`src/rtl/slot_alloc_ctrl.sv`:
```
// slot_alloc_ctrl: allocation controller for a pool of NUM_SLOTS slots.
// A requester raises alloc_req and gets the lowest-numbered free slot. The
// slot is found by scanning the used bitmap CHUNK bits per cycle, starting at
// chunk 0. A separate free port returns slots to the pool.
//
// Ports:
//   clk, rst_n   rising-edge clock, asynchronous active-low reset
//   alloc_req    level request, held until alloc_gnt or alloc_fail
//   alloc_gnt    one-cycle grant pulse; alloc_id valid in the same cycle
//   alloc_id     granted slot index; held until the next grant
//   alloc_fail   one-cycle pulse when no slot could be allocated
//   free_vld     release free_id on this clock edge
//   free_id      slot index to release
//   busy         high whenever the FSM is not idle
//   used_map     bit i set means slot i is allocated
//   free_count   number of free slots, 0..NUM_SLOTS
module slot_alloc_ctrl #(
  parameter int unsigned NUM_SLOTS = 32,
  parameter int unsigned CHUNK     = 8,
  parameter int unsigned IDW       = 5
) (
  input  logic                 clk,
  input  logic                 rst_n,
  input  logic                 alloc_req,
  output logic                 alloc_gnt,
  output logic [IDW-1:0]       alloc_id,
  output logic                 alloc_fail,
  input  logic                 free_vld,
  input  logic [IDW-1:0]       free_id,
  output logic                 busy,
  output logic [NUM_SLOTS-1:0] used_map,
  output logic [IDW:0]         free_count
);

  localparam int unsigned NUM_CHUNKS = NUM_SLOTS / CHUNK;
  localparam int unsigned PTRW       = (NUM_CHUNKS > 1) ? $clog2(NUM_CHUNKS) : 1;
  localparam int unsigned OFFW       = (CHUNK > 1) ? $clog2(CHUNK) : 1;
  localparam int unsigned CNTW       = IDW + 1;

  typedef enum logic [1:0] {
    IDLE = 2'd0,
    SCAN = 2'd1,
    RESP = 2'd2
  } state_t;

  state_t                 state_q, state_d;
  logic [PTRW-1:0]        ptr_q, ptr_d;
  logic                   gnt_d, fail_d, busy_d;
  logic [IDW-1:0]         id_d;
  logic [NUM_SLOTS-1:0]   used_d;
  logic [CNTW-1:0]        count_d;
  logic                   grant_set;

  logic [CHUNK-1:0]       chunk_bits;
  logic                   scan_hit;
  logic [OFFW-1:0]        scan_off;
  logic [IDW-1:0]         scan_id;
  logic                   last_chunk;
  logic                   free_hit;

  // Select the chunk addressed by the scan pointer from the registered map.
  always_comb begin
    chunk_bits = '0;
    for (int unsigned i = 0; i < NUM_CHUNKS; i++) begin
      if (ptr_q == PTRW'(i)) chunk_bits = used_map[i*CHUNK +: CHUNK];
    end
  end

  // Priority encoder on the inverted chunk: lowest zero bit wins.
  always_comb begin
    scan_hit = 1'b0;
    scan_off = '0;
    for (int i = CHUNK - 1; i >= 0; i--) begin
      if (!chunk_bits[i]) begin
        scan_hit = 1'b1;
        scan_off = OFFW'(i);
      end
    end
  end

  assign scan_id    = IDW'(32'(ptr_q) * CHUNK + 32'(scan_off));
  assign last_chunk = (ptr_q == PTRW'(NUM_CHUNKS - 1));

  // A free only counts for an in-range slot that is currently allocated.
  assign free_hit = free_vld
                    && ({1'b0, free_id} < CNTW'(NUM_SLOTS))
                    && used_map[free_id];

  // Next-state and next-output logic.
  always_comb begin
    state_d   = state_q;
    ptr_d     = ptr_q;
    gnt_d     = 1'b0;
    fail_d    = 1'b0;
    id_d      = alloc_id;
    grant_set = 1'b0;

    case (state_q)
      IDLE: begin
        if (alloc_req) begin
          if (free_count == '0) begin
            state_d = RESP;
            fail_d  = 1'b1;
          end else begin
            state_d = SCAN;
            ptr_d   = '0;
          end
        end
      end
      SCAN: begin
        if (scan_hit) begin
          id_d      = scan_id;
          grant_set = 1'b1;
          gnt_d     = 1'b1;
          state_d   = RESP;
        end else if (last_chunk) begin
          // Only reachable if the map changed under the scan.
          fail_d  = 1'b1;
          state_d = RESP;
        end else begin
          ptr_d = ptr_q + PTRW'(1);
        end
      end
      RESP: begin
        state_d = IDLE;
      end
      default: begin
        state_d = IDLE;
      end
    endcase

    // Free clears first; a grant of the same slot cannot coincide with an
    // effective free because that bit is zero, so the set wins.
    used_d = used_map;
    if (free_hit) used_d[free_id] = 1'b0;
    if (grant_set) used_d[scan_id] = 1'b1;

    count_d = free_count + CNTW'(free_hit) - CNTW'(grant_set);
    busy_d  = (state_d != IDLE);
  end

  // State and registered outputs.
  always_ff @(posedge clk or negedge rst_n) begin
    if (!rst_n) begin
      state_q    <= IDLE;
      ptr_q      <= '0;
      alloc_gnt  <= 1'b0;
      alloc_fail <= 1'b0;
      alloc_id   <= '0;
      busy       <= 1'b0;
      used_map   <= '0;
      free_count <= CNTW'(NUM_SLOTS);
    end else begin
      state_q    <= state_d;
      ptr_q      <= ptr_d;
      alloc_gnt  <= gnt_d;
      alloc_fail <= fail_d;
      alloc_id   <= id_d;
      busy       <= busy_d;
      used_map   <= used_d;
      free_count <= count_d;
    end
  end

endmodule

```
`config.mk`:
```
export PLATFORM = sky130hd
export DESIGN_NAME = slot_alloc_ctrl
export DESIGN_NICKNAME = d
export VERILOG_FILES = /design/src/rtl/slot_alloc_ctrl.sv
export SDC_FILE = /design/constraint.sdc
export NUM_CORES = 1
export LEC_CHECK = 0
export BUFFER_PORTS_ARGS = -buffer_cell sky130_fd_sc_hd__buf_2
export CAP_MARGIN = 40
export CORE_MARGIN = 3
export CORE_UTILIZATION = 25
export CTS_CLUSTER_DIAMETER = 200
export DETAILED_ROUTE_END_ITERATION = 10
export GPL_TIMING_DRIVEN = 0
export PLACE_DENSITY = 0.4
export SYNTH_ARGS = -nofsm -noshare
export SYNTH_HDL_FRONTEND = slang
export SYNTH_SLANG_ARGS = --single-unit
```
`constraint.sdc`:
```
create_clock -name clk -period 4.6 [get_ports clk]
set_clock_uncertainty 0.15 [all_clocks]
set_input_delay 0.23 -clock clk [delete_from_list [all_inputs] [get_ports clk]]
set_output_delay 0.23 -clock clk [all_outputs]
set_load 0.02 [all_outputs]
```
==> results.sh <==
export IMPL_die_h_um=120
export IMPL_cts_sink_count=50
export IMPL_worstHoldEndpoint="state_q[1]"
export IMPL_yosys_mux_area_fraction=0.0642
export IMPL_status="finished clean"
export IMPL_synthAdderAreaFrac=0.0519
export IMPL_syn_inst=328
export IMPL_synth_edf_count=0
export IMPL_synth_cell_types=70
export IMPL_die_area_mm2=0.0145
export IMPL_grt_busiest_layer="met2"
export IMPL_timing_rr_start="used_map[16]"
export IMPL_crit_arrival_ns=4.18
export IMPL_max_freq_mhz=243
export IMPL_syn_area_per_cell_um2=9.99
export IMPL_via_count=3112
export IMPL_r2r_end="free_count[5]"
export IMPL_cpPeakStageDelay_ns=0.49
export IMPL_port_buffers=53
export IMPL_cts_setup_buffers=0
export IMPL_rsz0062_at_grt="false"
export IMPL_initial_core_util=0.257
export IMPL_finalSetupViolCount=0
export IMPL_r2r_cells=15
export IMPL_die_w_um=120
export IMPL_crit_buf_inv=3
export IMPL_post_drt_wl_per_cell_um=20.9
export IMPL_critPathLaunchType="register"
export IMPL_use_met3=0.0370
export IMPL_antenna_found_initial=0
export IMPL_grt_util_met2=0.261
export IMPL_cp_cell_sequence="mux4_2 > nor4b_1 > a21oi_1 > and4_1 > clkbuf_1 > clkbuf_1 > nand2b_1 > ha_1 > inv_1 > ha_1 > a21o_1 > a21oi_1 > o21bai_1 > a21oi_1 > xor2_1"
export IMPL_tightest_slew_ns=0.668
export IMPL_clock_root_buffer="clkbuf_16"
export IMPL_endpoint_kind="register"
export IMPL_h_tree_depth=2
export IMPL_synth_simple_area_share=0.127
export IMPL_ff2ff_setup_slack_ns=0.49
export IMPL_antenna_cells=0
export IMPL_row_count=41
export IMPL_async_flop_share=1.00
export IMPL_slew_headroom=0.549
export IMPL_coreArea_mm2=0.0127
export IMPL_ys_seq_area_frac=0.382
export IMPL_crit_type="reg -> reg"
export IMPL_ys_ff_latch=50
export IMPL_holdPathStages=3
export IMPL_slew_violations=0
export IMPL_post_route_period_util=0.894
export IMPL_min_period_ns=4.11
export IMPL_worstPathRequired_ns=4.66
export IMPL_routed_wl_mm=11.8
export IMPL_drc=0
export IMPL_ant_nets=0
export IMPL_ioPinCount=55
export IMPL_dr_pass1_iters=5
export IMPL_clockBufferDepth=2
export IMPL_cp_common_cell="a21oi_1"
export IMPL_fin_nets=413
export IMPL_drt_iter0_markers=246
export IMPL_synth_top_family_by_area="compound AO/OA/AOI/OAI gates"
export IMPL_syn_nets=350
export IMPL_gr_usage_all_layers=0.169
export IMPL_gr_total_overflow=0
export IMPL_cts_clk_slew_worst_paths_ns=0.07
export IMPL_dp_hpwl_mm=9.01
export IMPL_clkLatencyLatePin_ns=0.29
export IMPL_grt_pass1_wl_mm=18.9
export IMPL_slowest_stage="mux4_2"
export IMPL_power_density_mw_per_mm2=909
export IMPL_crit_fanout=10
export IMPL_utilization=0.311
export IMPL_tns_ns=0
export IMPL_final_hold_viol_count=0
export IMPL_cts_tree="done"
export IMPL_synth_compound_area_frac=0.307
export IMPL_netlist_area_mm2=0.00328
export IMPL_hold_class="in -> reg"
export IMPL_synth_ff_type="dfrtp_1"
export IMPL_area_delta_synth_final_pct=20.9
export IMPL_hp_start="alloc_req"
export IMPL_grt_max_degree=31
export IMPL_maxCapViolations=0
export IMPL_yosysWarnings=0
export IMPL_cts_made_buffers=5
export IMPL_p_leak_nw=1.56
export IMPL_grt_pass1_vias=3185
export IMPL_cp_top_family="buffers and inverters"
export IMPL_routabilityCongestion=0.888
export IMPL_via_per_inst=5.52
export IMPL_layout_drive_gt1_share=0.240
export IMPL_synth_xor_area_frac=0.0107
export IMPL_peakVddDrop_uv=326
export IMPL_globalRouteMet1Util=0.233
[cells by family (layout without fill, tap and decap cells)]
family | count (synthesis) | in the layout
fa+ha+maj | 13 | 13
compound gates | 128 | 128
mux | 18 | 18
flops | 50 | 50
buf+inv | 39 | 103
simple gates | 76 | 76
xor+xnor | 4 | 4
[state kept, by name, indices dropped and copies added (netlist names)]
signal      flops
used_map       32
alloc_id        5
ptr_q           2
busy            1
alloc_gnt       1
state_q         2
free_count      6
alloc_fail      1
[Yosys cell counts, drive strengths merged, types with 4 or more instances]
library cell	instances	area share
a21oi	10	0.015
o31ai	29	0.066
nor3	6	0.0092
nand2b	6	0.011
a221oi	6	0.025
nand2	15	0.017
mux2	4	0.014
a21boi	4	0.0092
a221o	4	0.012
dfrtp	49	0.37
o21ai	27	0.044
ha	12	0.046
clkbuf	11	0.013
o41ai	13	0.035
nand3	13	0.020
buf	12	0.026
o22ai	7	0.013
inv	15	0.017
mux2i	12	0.037
nor2	12	0.014
[cell type report]
class                      instances  area (um2)
buffer                            23         125
timing repair buffer              56         300
tap                              172         215
sequential                        50        1250
fill                            1390        8760
clock buffer                       6         129
multi-input combinational        239        1840
clock inverter                     2        37.5
inverter                          16        60.1
[per-stage QoR]
step / instances / hold WS (ns) / power (mW) / instance area (um2) / setup slack [ns]
final: 564 / 0.0942 / 3.60 / 3960 / 0.485
after global routing: 564 / 0.126 / 3.89 / 3960 / 0.132
after CTS: 564 / 0.0867 / 3.61 / 3960 / 0.333
after detailed placement: 555 / 0.0734 / 3.17 / 3780 / 0.330
after global placement: 553 / 0.325 / 3.15 / 3760 / 0.360
after floorplan: 328 / -0.216 / 2.39 / 3280 / 1.07
[worst register-to-register path, cell delays in order, from the launching register on]
cell and delay, ns:
dfrtp_1 0.46, mux4_2 0.49, nor4b_1 0.16, a21oi_1 0.14, and4_1 0.21, clkbuf_1 0.31
clkbuf_1 0.50, nand2b_1 0.24, ha_1 0.16, inv_1 0.06, ha_1 0.27, a21o_1 0.17
a21oi_1 0.25, o21bai_1 0.10, a21oi_1 0.18, xor2_1 0.18
[report_power, final]
part,internal (mW),leakage (nW),switching (mW)
combinational,0.825,0.917,1.52
sequential,0.624,0.564,0.211
clock,0.257,0.0771,0.164
[layout by cell type, fill, tap and decap left out, types with 13 or more instances in the layout]
cell and n:
buf_2 61, dfrtp_1 49, inv_1 15, nand2_1 15
nand3_1 13, o31ai_1 29, o41ai_1 13
[timing repair]
item	CTS	global route
hold buffers	1	0
gates resized for setup	0	1
setup endpoints to repair	0	2
hold endpoints to repair	20	0
[how the worst max path moves through the flow]
stage,startpoint,cells past startpoint,end
2_1_floorplan,ptr_q[0],18,free_count[4]
3_3_place_gp,ptr_q[0],15,free_count[4]
3_5_place_dp,ptr_q[1],15,free_count[4]
4_1_cts,ptr_q[1],15,free_count[5]
5_1_grt,ptr_q[1],15,free_count[5]
6_report,used_map[16],15,free_count[5]
[per-layer routing]
layer | part of all wire | routed length [um]
met3 | 0.073 | 860
met4 | 0.027 | 318
met5 | 0 | 0
met1 | 0.45 | 5290
met2 | 0.45 | 5330
Note: power is estimated with default switching activity, not from simulation.
